[src/rtl/vend_panel_arbiter_if.sv]
// Panel-side and machine-side signal bundle for vend_panel_arbiter.
// The slave modport is the arbiter's view; master is the environment driving it.
interface vend_panel_arbiter_if #(
  parameter int NUM_PANELS     = 4,
  parameter int PRODUCT_WIDTH  = 2,
  parameter int CURRENCY_WIDTH = 3
);
  logic [NUM_PANELS-1:0]                i_req;
  logic [NUM_PANELS*PRODUCT_WIDTH-1:0]  i_product_code;
  logic [NUM_PANELS*CURRENCY_WIDTH-1:0] i_currency_code;
  logic [NUM_PANELS-1:0]                i_currency_strobe;
  logic [NUM_PANELS-1:0]                o_grant;
  logic [NUM_PANELS-1:0]                o_panel_ready;
  logic [NUM_PANELS-1:0]                o_give_strobe;
  logic [NUM_PANELS-1:0]                o_change_strobe;
  logic [NUM_PANELS-1:0]                o_no_change;
  logic [CURRENCY_WIDTH-1:0]            o_change;
  logic                                 o_err;
  logic [PRODUCT_WIDTH-1:0]             o_vm_product_code;
  logic                                 o_vm_product_strobe;
  logic [CURRENCY_WIDTH-1:0]            o_vm_currency_code;
  logic                                 o_vm_currency_strobe;
  logic                                 i_vm_busy;
  logic                                 i_vm_ready_to_receive;
  logic                                 i_vm_give_strobe;
  logic                                 i_vm_change_strobe;
  logic                                 i_vm_no_change;
  logic [CURRENCY_WIDTH-1:0]            i_vm_change;

  modport slave (
    input  i_req, i_product_code, i_currency_code, i_currency_strobe,
    input  i_vm_busy, i_vm_ready_to_receive, i_vm_give_strobe,
    input  i_vm_change_strobe, i_vm_no_change, i_vm_change,
    output o_grant, o_panel_ready, o_give_strobe, o_change_strobe, o_no_change,
    output o_change, o_err, o_vm_product_code, o_vm_product_strobe,
    output o_vm_currency_code, o_vm_currency_strobe
  );

  modport master (
    output i_req, i_product_code, i_currency_code, i_currency_strobe,
    output i_vm_busy, i_vm_ready_to_receive, i_vm_give_strobe,
    output i_vm_change_strobe, i_vm_no_change, i_vm_change,
    input  o_grant, o_panel_ready, o_give_strobe, o_change_strobe, o_no_change,
    input  o_change, o_err, o_vm_product_code, o_vm_product_strobe,
    input  o_vm_currency_code, o_vm_currency_strobe
  );
endinterface

[src/rtl/vend_panel_arbiter.sv]
// Shares one vending machine among NUM_PANELS panels: grant registered one cycle after an IDLE request,
// machine strobes routed combinationally to the owner. VEND_ARB_PRIORITY_EN selects fixed priority over round-robin.
module vend_panel_arbiter #(
  parameter int NUM_PANELS     = 4,
  parameter int PRODUCT_WIDTH  = 2,
  parameter int CURRENCY_WIDTH = 3,
  parameter int BUSY_WAIT      = 4
) (
  input logic                 clk,
  input logic                 i_rst_n,
  vend_panel_arbiter_if.slave bus
);
  localparam int IDX_W = (NUM_PANELS > 1) ? $clog2(NUM_PANELS) : 1;
  localparam int CNT_W = $clog2(BUSY_WAIT + 1);

  typedef enum logic [2:0] {IDLE, ISSUE, WAIT_BUSY, SERVE, RELEASE} state_t;

  state_t                    state_q, state_d;
  logic [NUM_PANELS-1:0]     grant_q, grant_d;
  logic [IDX_W-1:0]          idx_q, idx_d;
  logic [IDX_W-1:0]          ptr_q, ptr_d;
  logic [PRODUCT_WIDTH-1:0]  prod_q, prod_d;
  logic [CNT_W-1:0]          cnt_q, cnt_d;
  logic                      err_q, err_d;
  logic                      win_vld;
  logic [IDX_W-1:0]          win_idx;
  logic                      serve;

  always_comb begin
    win_vld = 1'b0;
    win_idx = '0;
`ifdef VEND_ARB_PRIORITY_EN
    for (int i = NUM_PANELS - 1; i >= 0; i--) begin
      if (bus.i_req[i]) begin
        win_vld = 1'b1;
        win_idx = IDX_W'(i);
      end
    end
`else
    // Scan from the farthest offset down so the requester nearest the pointer is assigned last.
    for (int i = NUM_PANELS - 1; i >= 0; i--) begin
      if (bus.i_req[(int'(ptr_q) + i) % NUM_PANELS]) begin
        win_vld = 1'b1;
        win_idx = IDX_W'((int'(ptr_q) + i) % NUM_PANELS);
      end
    end
`endif
  end

  always_comb begin
    state_d = state_q;
    grant_d = grant_q;
    idx_d   = idx_q;
    ptr_d   = ptr_q;
    prod_d  = prod_q;
    cnt_d   = cnt_q;
    err_d   = 1'b0;
    case (state_q)
      IDLE: begin
        if (win_vld) begin
          grant_d = NUM_PANELS'(1) << win_idx;
          idx_d   = win_idx;
          prod_d  = bus.i_product_code[win_idx*PRODUCT_WIDTH +: PRODUCT_WIDTH];
          state_d = ISSUE;
        end
      end
      ISSUE: begin
        cnt_d   = '0;
        state_d = WAIT_BUSY;
      end
      WAIT_BUSY: begin
        if (bus.i_vm_busy) begin
          state_d = SERVE;
        end else if (cnt_q == CNT_W'(BUSY_WAIT - 1)) begin
          // Machine never acknowledged: abandon the session, pointer stays put.
          err_d   = 1'b1;
          grant_d = '0;
          prod_d  = '0;
          state_d = IDLE;
        end else begin
          cnt_d = cnt_q + CNT_W'(1);
        end
      end
      SERVE: begin
        if (!bus.i_vm_busy) state_d = RELEASE;
      end
      RELEASE: begin
        grant_d = '0;
        prod_d  = '0;
        ptr_d   = (idx_q == IDX_W'(NUM_PANELS - 1)) ? '0 : idx_q + IDX_W'(1);
        state_d = IDLE;
      end
      default: state_d = IDLE;
    endcase
  end

  always_ff @(posedge clk or negedge i_rst_n) begin
    if (!i_rst_n) begin
      state_q <= IDLE;
      grant_q <= '0;
      idx_q   <= '0;
      ptr_q   <= '0;
      prod_q  <= '0;
      cnt_q   <= '0;
      err_q   <= 1'b0;
    end else begin
      state_q <= state_d;
      grant_q <= grant_d;
      idx_q   <= idx_d;
      ptr_q   <= ptr_d;
      prod_q  <= prod_d;
      cnt_q   <= cnt_d;
      err_q   <= err_d;
    end
  end

  assign serve = (state_q == SERVE);

  assign bus.o_grant             = grant_q;
  assign bus.o_panel_ready       = grant_q & {NUM_PANELS{bus.i_vm_ready_to_receive}};
  assign bus.o_give_strobe       = grant_q & {NUM_PANELS{bus.i_vm_give_strobe}};
  assign bus.o_change_strobe     = grant_q & {NUM_PANELS{bus.i_vm_change_strobe}};
  assign bus.o_no_change         = grant_q & {NUM_PANELS{bus.i_vm_no_change}};
  assign bus.o_change            = (|grant_q) ? bus.i_vm_change : '0;
  assign bus.o_err               = err_q;
  assign bus.o_vm_product_code   = prod_q;
  assign bus.o_vm_product_strobe = (state_q == ISSUE);

  // While busy and not accepting coins the machine is paying out; keep strobing so change flows.
  assign bus.o_vm_currency_code = (serve && bus.i_vm_ready_to_receive)
                                  ? bus.i_currency_code[idx_q*CURRENCY_WIDTH +: CURRENCY_WIDTH] : '0;
  assign bus.o_vm_currency_strobe = serve &&
                                    ((bus.i_vm_ready_to_receive && bus.i_currency_strobe[idx_q]) ||
                                     (bus.i_vm_busy && !bus.i_vm_ready_to_receive));
endmodule
[src/flat_wrapper.sv]
// flat-port wrapper written by rule: the top's interface ports become plain ports
module vend_panel_arbiter_flat 
#(
  parameter int NUM_PANELS     = 4,
  parameter int PRODUCT_WIDTH  = 2,
  parameter int CURRENCY_WIDTH = 3,
  parameter int BUSY_WAIT      = 4
)
  (clk, i_rst_n, bus_i_req, bus_i_product_code, bus_i_currency_code, bus_i_currency_strobe, bus_i_vm_busy, bus_i_vm_ready_to_receive, bus_i_vm_give_strobe, bus_i_vm_change_strobe, bus_i_vm_no_change, bus_i_vm_change, bus_o_grant, bus_o_panel_ready, bus_o_give_strobe, bus_o_change_strobe, bus_o_no_change, bus_o_change, bus_o_err, bus_o_vm_product_code, bus_o_vm_product_strobe, bus_o_vm_currency_code, bus_o_vm_currency_strobe);
  vend_panel_arbiter_if #(.NUM_PANELS(NUM_PANELS), .PRODUCT_WIDTH(PRODUCT_WIDTH), .CURRENCY_WIDTH(CURRENCY_WIDTH)) bus_i ();
  input logic clk;
  input logic i_rst_n;
  input wire logic [$bits(bus_i.i_req)-1:0] bus_i_req;
  input wire logic [$bits(bus_i.i_product_code)-1:0] bus_i_product_code;
  input wire logic [$bits(bus_i.i_currency_code)-1:0] bus_i_currency_code;
  input wire logic [$bits(bus_i.i_currency_strobe)-1:0] bus_i_currency_strobe;
  input wire logic [$bits(bus_i.i_vm_busy)-1:0] bus_i_vm_busy;
  input wire logic [$bits(bus_i.i_vm_ready_to_receive)-1:0] bus_i_vm_ready_to_receive;
  input wire logic [$bits(bus_i.i_vm_give_strobe)-1:0] bus_i_vm_give_strobe;
  input wire logic [$bits(bus_i.i_vm_change_strobe)-1:0] bus_i_vm_change_strobe;
  input wire logic [$bits(bus_i.i_vm_no_change)-1:0] bus_i_vm_no_change;
  input wire logic [$bits(bus_i.i_vm_change)-1:0] bus_i_vm_change;
  output wire logic [$bits(bus_i.o_grant)-1:0] bus_o_grant;
  output wire logic [$bits(bus_i.o_panel_ready)-1:0] bus_o_panel_ready;
  output wire logic [$bits(bus_i.o_give_strobe)-1:0] bus_o_give_strobe;
  output wire logic [$bits(bus_i.o_change_strobe)-1:0] bus_o_change_strobe;
  output wire logic [$bits(bus_i.o_no_change)-1:0] bus_o_no_change;
  output wire logic [$bits(bus_i.o_change)-1:0] bus_o_change;
  output wire logic [$bits(bus_i.o_err)-1:0] bus_o_err;
  output wire logic [$bits(bus_i.o_vm_product_code)-1:0] bus_o_vm_product_code;
  output wire logic [$bits(bus_i.o_vm_product_strobe)-1:0] bus_o_vm_product_strobe;
  output wire logic [$bits(bus_i.o_vm_currency_code)-1:0] bus_o_vm_currency_code;
  output wire logic [$bits(bus_i.o_vm_currency_strobe)-1:0] bus_o_vm_currency_strobe;
  assign bus_i.i_req = bus_i_req;
  assign bus_i.i_product_code = bus_i_product_code;
  assign bus_i.i_currency_code = bus_i_currency_code;
  assign bus_i.i_currency_strobe = bus_i_currency_strobe;
  assign bus_i.i_vm_busy = bus_i_vm_busy;
  assign bus_i.i_vm_ready_to_receive = bus_i_vm_ready_to_receive;
  assign bus_i.i_vm_give_strobe = bus_i_vm_give_strobe;
  assign bus_i.i_vm_change_strobe = bus_i_vm_change_strobe;
  assign bus_i.i_vm_no_change = bus_i_vm_no_change;
  assign bus_i.i_vm_change = bus_i_vm_change;
  assign bus_o_grant = bus_i.o_grant;
  assign bus_o_panel_ready = bus_i.o_panel_ready;
  assign bus_o_give_strobe = bus_i.o_give_strobe;
  assign bus_o_change_strobe = bus_i.o_change_strobe;
  assign bus_o_no_change = bus_i.o_no_change;
  assign bus_o_change = bus_i.o_change;
  assign bus_o_err = bus_i.o_err;
  assign bus_o_vm_product_code = bus_i.o_vm_product_code;
  assign bus_o_vm_product_strobe = bus_i.o_vm_product_strobe;
  assign bus_o_vm_currency_code = bus_i.o_vm_currency_code;
  assign bus_o_vm_currency_strobe = bus_i.o_vm_currency_strobe;
  vend_panel_arbiter #(.NUM_PANELS(NUM_PANELS), .PRODUCT_WIDTH(PRODUCT_WIDTH), .CURRENCY_WIDTH(CURRENCY_WIDTH), .BUSY_WAIT(BUSY_WAIT)) u_core (.clk(clk), .i_rst_n(i_rst_n), .bus(bus_i));
endmodule
[config.mk]
export PLATFORM = sky130hd
export DESIGN_NAME = vend_panel_arbiter_flat
export DESIGN_NICKNAME = d
export VERILOG_FILES = /design/src/rtl/vend_panel_arbiter_if.sv /design/src/rtl/vend_panel_arbiter.sv /design/src/flat_wrapper.sv
export SDC_FILE = /design/constraint.sdc
export NUM_CORES = 1
export LEC_CHECK = 0
export BUFFER_PORTS_ARGS = -buffer_cell sky130_fd_sc_hd__clkbuf_2
export CAP_MARGIN = 20
export CORE_MARGIN = 3
export CORE_UTILIZATION = 49
export CTS_BUF_LIST = sky130_fd_sc_hd__clkbuf_2
export CTS_CLUSTER_SIZE = 10
export DETAILED_ROUTE_END_ITERATION = 8
export PLACE_DENSITY = 0.95
export SYNTH_ARGS = -nofsm -noshare
export SYNTH_HDL_FRONTEND = slang
export SYNTH_SLANG_ARGS = --single-unit
export TNS_END_PERCENT = 30
[constraint.sdc]
create_clock -name clk -period 3.7 [get_ports clk]
set_clock_uncertainty 0.05 [all_clocks]
set_input_delay 0.185 -clock clk [delete_from_list [all_inputs] [get_ports clk]]
set_output_delay 0.185 -clock clk [all_outputs]
set_load 0.02 [all_outputs]
==> results of run 1 <==
-- cell families after synthesis --
| family | count (synthesis) | share of synthesized area, % |
|---|---|---|
| and+or+nand+nor | 60 | 28.3 |
| AOI/OAI and AO/OA | 19 | 13.9 |
| buffers and inverters | 8 | 3.25 |
| muxes | 13 | 15.7 |
| DFF | 17 | 35.6 |
| adders and majority gates | 3 | 3.14 |
-- cell type report --
| cell class | count | area [µm²] | area share [%] |
|---|---|---|---|
| inverters | 5 | 18.8 | 1.19 |
| well taps | 28 | 35.0 | 2.22 |
| clock buffers | 4 | 20.0 | 1.27 |
| flip-flops and latches | 17 | 425 | 26.9 |
| repair buffers | 69 | 350 | 22.2 |
| multi-input cells | 95 | 729 | 46.2 |
-- per-stage QoR --
step	area (µm²)	util (%)	total power, W	setup slack (ns)	hold slack, ns
2_1_floorplan	1190	-	0.000831	1.91	-0.161
3_3_place_gp	1550	68.7	0.000990	1.86	0.0705
3_5_place_dp	1550	68.7	0.00102	1.82	0.0782
4_1_cts	1580	70.0	0.00111	1.66	0.0546
5_1_grt	1580	70.0	0.00120	1.56	0.0741
6_report	1580	70.0	0.00111	1.67	0.0493
-- placed cells by master (no fill, tap or decap), types with 3 or more instances in the layout --
cell type and count:
mux4_2 4, nand2_1 12, inv_1 5, nor4_1 3
o21ai_0 5, clkbuf_2 72, ha_1 3, nor2_1 7
nor2b_1 5, and3_1 3, nor3_1 4, mux2i_1 6
dfrtp_1 17, o221ai_2 3, and2_1 16
-- layer usage --
| layer | GRT usage (%) | share of wire (%) |
|---|---|---|
| met1 | 23.2 | 39 |
| met2 | 34.5 | 50 |
| met3 | 6.07 | 9.9 |
| met4 | 5.90 | 1.3 |
| met5 | 0 | 0 |
-- repair_timing --
item                                    CTS  global route
hold buffers                              1             0
endpoints found under the setup margin    0             0
endpoints found under the hold margin    17             0
setup buffers                             0             0
-- how the worst max path moves through the flow --
stage	depth (start not counted)	end	start
after floorplan	6	u_core.bus.o_vm_product_code[1]	u_core.cnt_q[0]
after global placement	6	u_core.bus.o_vm_product_code[1]	u_core.cnt_q[0]
after detailed placement	6	u_core.bus.o_vm_product_code[1]	u_core.cnt_q[1]
after CTS	4	bus_o_vm_currency_strobe	u_core.idx_q[0]
after global routing	4	bus_o_vm_currency_strobe	u_core.idx_q[0]
final	4	bus_o_vm_currency_strobe	u_core.idx_q[0]
-- flip-flops by register name, indices dropped and copies added (netlist names) --
| signal | cells |
|---|---|
| u_core.bus.o_err | 1 |
| u_core.bus.o_grant | 4 |
| u_core.bus.o_vm_product_code | 2 |
| u_core.cnt_q | 3 |
| u_core.idx_q | 2 |
| u_core.ptr_q | 2 |
| u_core.state_q | 3 |
-- power groups by stage --
stage | Combinational, W | Sequential, W | Clock (W)
after global placement | 0.000612 | 0.000377 | 0
final | 0.000640 | 0.000388 | 0.0000851
after floorplan | 0.000464 | 0.000367 | 0
after CTS | 0.000645 | 0.000384 | 0.0000852
after detailed placement | 0.000639 | 0.000386 | 0
after global routing | 0.000709 | 0.000402 | 0.0000905
==> summary.md, run 1 <==
| Metric | Value |
|---|---|
| Status | `completed` |
| Most frequent cell after synthesis | `dfrtp_1` |
| Syn Inst Count | `120` |
| Dpl cells | `213` |
| Die X | `55.4 µm` |
| Cell Pwr Density | `705 nW/µm²` |
| Critical path capture point type | `output pin` |
| Worst r2r dst | `u_core.bus.o_vm_product_code[0]` |
| TNS Setup | `0 ns` |
| Mapped Nets | `161` |
| DR pass1 iterations | `4` |
| Num CTS Buffers | `3` |
| First DRT Iteration DRCs | `33` |
| RR Startpoint | `u_core.cnt_q[0]` |
| Yosys warns | `0` |
| Slowest cell on the critical path | `dfrtp_1` |
| Post-synthesis instance area | `1190 µm²` |
| Synth top area share | `35.6%` |
| Max VDD drop | `0.000469 V` |
| Row cnt | `17` |
| Starting Density | `52.9%` |
| Number of global-route vias before repair | `1,112` |
| HP Class | `in -> reg` |
| Hold-critical path depth | `2` |
| Reg power frac | `34.9%` |
| Hold Startpoint | `bus_i_vm_busy` |
| Final WL | `3.10 mm` |
| Fill count | `175` |
| Synth cell count leaders | `dfrtp_1, and2_1, nand2_1` |
| Vias per std cell | `5.55` |
| Sw frac | `48.0%` |
| Die ar. | `3060 µm²` |
| Combinational power share | `57.5%` |
| Max FO, Critical Path | `7` |
| CP Class | `reg -> out` |
| Tcrit/Tclk final | `54.8%` |
| CP top delay family | `multiplexers` |
| Slew Limit Fails | `0` |
| Setup repair after global routing missed its margin | `false` |
| Hold Path End | `u_core.state_q[2]` |
| Ant diodes | `0` |
| Post-synthesis sequential area ratio | `35.6%` |
| P_sw | `0.000535 W` |
| Slew HR | `54.5%` |
| Area grow syn2layout | `32.3%` |
| Synthesized area per cell | `9.95 µm²` |
| CP max stage delay | `0.57 ns` |
| Internal power | `0.000578 W` |
| Reg2reg path depth | `6` |
| Clock root buffer | `clkbuf_2` |
| Nets@finish | `232` |
| Critical-path cell list | `mux4_2 -> mux2i_1 -> nor3_1 -> clkbuf_2` |
| Dominant cells by area after synthesis | `dfrtp_1, and2_1, mux4_2` |
| Largest net degree at the start of global routing | `18` |
| Max cap viols | `0` |
| Fin crit period | `2.03 ns` |
| Vias | `1,209` |
| # clock sinks | `17` |
| Number of flops mapped to enable cells by yosys | `0` |
| Final Hold Vio Count | `0` |
| Post-route insts no fill | `218` |
| Drt drc | `0` |
| Synth unique cells | `36` |
| Total GRT Usage | `19.8%` |
| R2r setup slk | `1.74 ns` |
| Fmax | `493 MHz` |
| WL/cell | `14.2 µm` |
| CTS tree | `yes` |
| Post-detail-place hpwl | `2.46 mm` |
| Ratio of cells with drive above 1 in the final layout | `47.4%` |
| Final setup fails | `0` |
| Share of synthesized registers carrying an async set or reset | `100%` |
| Latest clock arrival within the worst-skew pair | `0.30 ns` |
| Grt ovf | `0` |
| Number of synthesized register bits | `17` |
| Worst Max-Slew Pin Slew | `0.676 ns` |
| Port bufs | `68` |
| Core Region | `2250 µm²` |
| Crit path buf inv count | `1` |
| Die height | `55.4 µm` |
| # IOs | `69` |
| First-pass GRT wire length | `4.91 mm` |
| Worst EP arrival | `1.79 ns` |
| Area leader, netlist | `dfrtp_1` |
| Clk pwr share | `7.6%` |
| CTS resizes | `0` |
| Worst setup SP type | `register` |
| Dominant synthesized flop cell | `dfrtp_1` |
| Pleak | `0.846 nW` |
| RePlAce Congestion | `0.888` |
| Max clock buf depth | `2` |
| Worst-path clk slew | `0.16 ns` |
| Routed Antenna Nets | `0` |
| Initial antenna violation count | `0` |
| Req. time, crit path | `3.46 ns` |
| H-tree depth | `1` |
(Power assumes the default switching activity.)
==> run 2, diff against run 1 <==
--- a/config.mk
+++ b/config.mk
@@ -8,11 +8,11 @@
 export BUFFER_PORTS_ARGS = -buffer_cell sky130_fd_sc_hd__clkbuf_2
 export CAP_MARGIN = 20
 export CORE_MARGIN = 3
-export CORE_UTILIZATION = 49
+export CORE_UTILIZATION = 41
 export CTS_BUF_LIST = sky130_fd_sc_hd__clkbuf_2
 export CTS_CLUSTER_SIZE = 10
 export DETAILED_ROUTE_END_ITERATION = 8
-export PLACE_DENSITY = 0.95
+export PLACE_DENSITY = 0.89
 export SYNTH_ARGS = -nofsm -noshare
 export SYNTH_HDL_FRONTEND = slang
 export SYNTH_SLANG_ARGS = --single-unit
==> constraint.sdc (replaced) <==
create_clock -name clk -period 1.7 [get_ports clk]
set_clock_uncertainty 0.05 [all_clocks]
set_input_delay 0.085 -clock clk [delete_from_list [all_inputs] [get_ports clk]]
set_output_delay 0.085 -clock clk [all_outputs]
set_load 0.02 [all_outputs]
==> run 2 against run 1 <==
- the flow now finishes with violations (negative setup slack)
- setup slack got worse by 1.8 ns
- combinational power rose to 2.6 times the previous value
- via count barely moved
- sequential power rose by 100%
- utilization fell by 3.7 points
- critical path depth rose by 2
- die area rose by 17%
- register-to-register slack got worse by 1.9 ns
- design area rose by 9.7%
- non-clock buffer count rose by 10
- critical path type is now reg -> reg
- critical endpoint is now u_core.bus.o_vm_product_code[1]
==> summary.md, run 2 (synthesized netlist as in run 1, its figures left out) <==
| Metric | Value |
|---|---|
| Status | `complete, but fails checks` |
| Failing checks | `negative setup slack` |
| Vias per std cell | `5.26` |
| Most frequent cells in the layout | `clkbuf_2, and2_1, dfrtp_1` |
| CP Class | `reg -> reg` |
| Final core utilization | `66.3%` |
| Area grow syn2layout | `45.1%` |
| Reg power frac | `29.6%` |
| H-tree depth | `1` |
| Row cnt | `18` |
| HP Class | `in -> reg` |
| Leading cell type in the layout, fill and taps excluded | `clkbuf_2` |
| Worst setup SP type | `register` |
| Final Hold Vio Count | `0` |
| Hold slack | `0.0365 ns` |
| DP Worst Slack | `-0.106 ns` |
| Tot Pwr | `0.00265 W` |
| Nets@finish | `242` |
| Max cap viols | `0` |
| Fin crit period | `1.81 ns` |
| Port bufs | `68` |
| Cell Pwr Density | `1530 nW/µm²` |
| CTS tree | `yes` |
| Combinational power share | `63.8%` |
| First DRT Iteration DRCs | `47` |
| Clock root buffer | `clkbuf_2` |
| Worst Max-Slew Pin Slew | `0.479 ns` |
| Tcrit/Tclk final | `107%` |
| Critical path capture point type | `register` |
| # clock sinks | `17` |
| Internal power | `0.00144 W` |
| Fill count | `214` |
| RePlAce Congestion | `0.817` |
| Drt drc | `0` |
| Max VDD drop | `0.00110 V` |
| Sw frac | `45.7%` |
| Final Instance Area | `1730 µm²` |
| Ant diodes | `0` |
| Latest clock arrival within the worst-skew pair | `0.29 ns` |
| Core Region | `2610 µm²` |
| Max clock buf depth | `2` |
| # IOs | `69` |
| R2r setup slk | `-0.11 ns` |
| Die X | `60.0 µm` |
| Final WL | `3.01 mm` |
| Grt ovf | `0` |
| Die height | `60.0 µm` |
| Placed Area | `1630 µm²` |
| Max FO, Critical Path | `6` |
| Number of global-route vias before repair | `1,099` |
| WL/cell | `13.1 µm` |
| Total GRT Usage | `17.7%` |
| P_sw | `0.00121 W` |
| Routed Antenna Nets | `0` |
| First-pass GRT wire length | `4.80 mm` |
| Setup repair after global routing missed its margin | `true` |
| Num CTS Buffers | `3` |
| DR pass1 iterations | `4` |
| Largest net degree at the start of global routing | `18` |
| Starting Density | `45.7%` |
| Initial antenna violation count | `0` |
| Final worst-path setup slack | `-0.111 ns` |
| Clk pwr share | `6.7%` |
| Worst EP arrival | `1.95 ns` |
| Post-detail-place hpwl | `2.43 mm` |
| Vias | `1,210` |
| Fmax | `552 MHz` |
| Die ar. | `3590 µm²` |
| Worst-path clk slew | `0.16 ns` |
| Req. time, crit path | `1.83 ns` |
| Slew Limit Fails | `0` |
| Slew HR | `67.8%` |
| Max FFs per register | `4` |
| Ratio of cells with drive above 1 in the final layout | `53.0%` |
| Pleak | `0.901 nW` |
| Final setup fails | `10` |
## run 2: layout make-up
class                   instances  area [µm²]  area share (%)
well taps                      30        37.5            2.17
inverters                       5        18.8            1.08
clock inverters                 1        5.00           0.289
flip-flops and latches         17         427            24.6
repair buffers                 79         463            26.7
multi-input cells              95         766            44.2
clock buffers                   3        15.0           0.867
## run 2: worst max-delay path: stages (launching register included)
cell and delay, ns:
dfrtp_1 0.39, ha_2 0.19, ha_4 0.13, or3b_4 0.36, a221o_2 0.40, nand2_1 0.10
o221ai_2 0.08
## run 2: path summary, 6_finish.rpt
check,from,endpoint,cells past startpoint
worst max-delay path,u_core.cnt_q[0],u_core.bus.o_vm_product_code[1],6
worst min-delay path,bus_i_product_code[2],u_core.bus.o_vm_product_code[0],3
worst max register to register,u_core.cnt_q[0],u_core.bus.o_vm_product_code[1],6
worst min register to register,u_core.bus.o_vm_product_code[0],u_core.bus.o_vm_product_code[0],2
max in group asynchronous,i_rst_n,u_core.idx_q[0],2
min in group asynchronous,i_rst_n,u_core.cnt_q[1],2
## run 2: through the flow
step	instances	setup TNS (ns)
floorplan	120	-0.101
detailed placement	223	-0.446
global placement	223	-0.276
CTS	230	-0.720
finish	230	-0.751
global route	230	-1.50
## run 2: routing by layer
layer	track usage [%]	part of all wire, %
met1	22.6	44
met2	30.2	45
met3	3.67	11
met4	4.75	0.47
met5	0	0
## run 2: power by group through the flow
stage	Clock [W]	Sequential, W	Combinational [W]
final	0.000177	0.000784	0.00169
after global routing	0.000203	0.000822	0.00185
after CTS	0.000180	0.000779	0.00169
after detailed placement	0	0.000791	0.00158
after global placement	0	0.000785	0.00155
after floorplan	0	0.000801	0.00103
## run 2: what timing repair did
action                     4_1_cts  5_1_grt
gates resized for setup         10        6
hold buffers                     2        0
setup endpoints to repair       10       15
pin swaps                        6        0
hold endpoints to repair        18        0
buffers inserted                 1        0
==> run 3, diff against run 2 <==
==> constraint.sdc (replaced) <==
create_clock -name clk -period 1.7 [get_ports clk]
set_clock_uncertainty 0.05 [all_clocks]
set_input_delay 0.34 -clock clk [delete_from_list [all_inputs] [get_ports clk]]
set_output_delay 0.34 -clock clk [all_outputs]
set_load 0.02 [all_outputs]
==> run 3 against run 2 <==
- count of clock-buffer cells in the layout did not move
- the run still ends with negative setup slack left
- sequential share of layout area down 0.35 points
- critical path depth is 2 lower
- worst hold slack better by 0.21 ns
- utilization up 1.1 points
- critical path type is now reg -> out
- non-clock buffer count rose by 3
==> summary.md, run 3 (synthesized netlist as in run 1, its figures left out) <==
| Metric | Value |
|---|---|
| Status | `complete, but fails checks` |
| Failing checks | `negative setup slack` |
| R2r setup slk | `-0.10 ns` |
| Fmax | `479 MHz` |
| Row cnt | `18` |
| Die ar. | `3590 µm²` |
| Reg2reg path depth | `6` |
| Die height | `60.0 µm` |
| Critical Path Source | `u_core.idx_q[0]` |
| Critical path capture point type | `output pin` |
| Starting Density | `45.7%` |
| Core Region | `2610 µm²` |
| Critical-path cell list | `mux4_2 -> mux2i_1 -> nor3_2 -> clkbuf_2` |
| Vias per std cell | `5.38` |
| CP Class | `reg -> out` |
| Setup crit end | `bus_o_vm_currency_strobe` |
| Hold slack | `0.250 ns` |
| CTS tree | `yes` |
| Final worst-path setup slack | `-0.388 ns` |
| Num CTS Buffers | `3` |
| Placed Area | `1670 µm²` |
| CP max stage delay | `0.51 ns` |
| RR Startpoint | `u_core.cnt_q[1]` |
| Worst setup SP type | `register` |
| Ant diodes | `0` |
| Most frequent cells in the layout | `clkbuf_2, and2_1, dfrtp_1` |
| Latest clock arrival within the worst-skew pair | `0.31 ns` |
| Final setup fails | `13` |
| Cell Pwr Density | `1540 nW/µm²` |
| Req. time, crit path | `1.31 ns` |
| Post-detail-place hpwl | `2.62 mm` |
| Slowest cell on the critical path | `mux4_2` |
| Fill count | `213` |
| Drt drc | `0` |
| Worst r2r dst | `u_core.bus.o_vm_product_code[0]` |
| Final WL | `3.34 mm` |
| Ratio of cells with drive above 1 in the final layout | `55.7%` |
| Largest net degree at the start of global routing | `18` |
| Final Hold Vio Count | `0` |
| Worst-path clk slew | `0.19 ns` |
| TNS Setup | `-1.95 ns` |
| Port bufs | `68` |
| RePlAce Congestion | `0.781` |
| Max VDD drop | `0.00101 V` |
| # IOs | `69` |
| Pleak | `0.912 nW` |
| Routed Antenna Nets | `0` |
| DR pass1 iterations | `4` |
| Grt ovf | `0` |
| Fin crit period | `2.09 ns` |
| Max FFs per register | `4` |
| Final Instance Area | `1760 µm²` |
| Die X | `60.0 µm` |
| Clock root buffer | `clkbuf_2` |
| Setup repair after global routing missed its margin | `true` |
| HP Class | `in -> reg` |
| Vias | `1,253` |
| Worst EP arrival | `1.70 ns` |
| DP Worst Slack | `-0.126 ns` |
| First DRT Iteration DRCs | `36` |
| Initial antenna violation count | `0` |
| Post-CTS setup buffer count | `0` |
| First-pass GRT wire length | `5.09 mm` |
| Max cap viols | `0` |
| Slew Limit Fails | `0` |
| Nets@finish | `245` |
| Max clock buf depth | `2` |
| Number of global-route vias before repair | `1,212` |
| Tcrit/Tclk final | `123%` |
| Slew HR | `68.1%` |
| Tot Pwr | `0.00271 W` |
| # clock sinks | `17` |
| Area grow syn2layout | `47.6%` |
| Max FO, Critical Path | `5` |
| Leading cell type in the layout, fill and taps excluded | `clkbuf_2` |
| H-tree depth | `1` |
| WL/cell | `14.3 µm` |
| Worst Max-Slew Pin Slew | `0.474 ns` |
| Total GRT Usage | `18.8%` |
==> run 3: cell count changes in the layout (fill, tap and decap cells not counted), sizes merged <==
| cell | change |
|---|---|
| buf | +5 |
| clkinv | -1 |
| dlygate4sd3 | -1 |
| clkinvlp | +1 |
| clkbuf | -1 |
==> run 3: area by class of cell <==
cell class | instances | area [µm²] | area share [%]
clock inverters | 1 | 7.51 | 0.426
well taps | 30 | 37.5 | 2.13
flip-flops and latches | 17 | 428 | 24.3
multi-input cells | 95 | 785 | 44.5
inverters | 5 | 18.8 | 1.07
clock buffers | 3 | 15.0 | 0.852
repair buffers | 82 | 470 | 26.7
==> run 3: repair_timing <==
| item | 4_1_cts | 5_1_grt |
|---|---|---|
| endpoints found under the hold margin | 17 | 0 |
| endpoints found under the setup margin | 14 | 16 |
| gates cloned | 0 | 0 |
| gates resized for setup | 13 | 7 |
| pin swaps | 8 | 1 |
| hold buffers | 1 | 0 |
==> run 3: power breakdown <==
| group | internal, W | leakage, nW | switching [W] |
|---|---|---|---|
| sequential | 0.000576 | 0.214 | 0.000237 |
| combinational | 0.000821 | 0.686 | 0.000884 |
| clock | 0.0000549 | 0.0126 | 0.000140 |
==> run 3: metrics by stage <==
stage,std cells,util (%)
6_report,233,67.4
5_1_grt,233,67.4
4_1_cts,233,67.0
3_5_place_dp,228,64.0
3_3_place_gp,228,64.0
2_1_floorplan,120,-
==> run 3: worst min-delay path by stage <==
stage,from,to,slack (ns),cells past startpoint
final,bus_i_vm_busy,u_core.state_q[2],0.25,3
after global routing,bus_i_vm_busy,u_core.state_q[2],0.22,3
after CTS,bus_i_vm_busy,u_core.state_q[2],0.25,3
after detailed placement,i_rst_n,u_core.cnt_q[2],0.25,1
after global placement,i_rst_n,u_core.ptr_q[1],0.25,1
after floorplan,i_rst_n,u_core.bus.o_err,-0.006,0
==> run 3: per-layer routing <==
| metal | global-route usage [%] | vias to the layer above | part of all wire (%) |
|---|---|---|---|
| met3 | 4.75 | 4 | 11 |
| met2 | 34.4 | 67 | 48 |
| met5 | 0 | - | 0 |
| met4 | 7.91 | 0 | 1.0 |
| li1 | - | 602 | - |
| met1 | 20.3 | 580 | 41 |
==> run 3: critical path: cells and delay by family, from the launching register on <==
| kind | cells | cell delay [ns] |
|---|---|---|
| multiplexers | 2 | 0.69 |
| AND/OR/NAND/NOR | 1 | 0.05 |
| flip-flops | 1 | 0.50 |
| buffers and inverters | 1 | 0.15 |
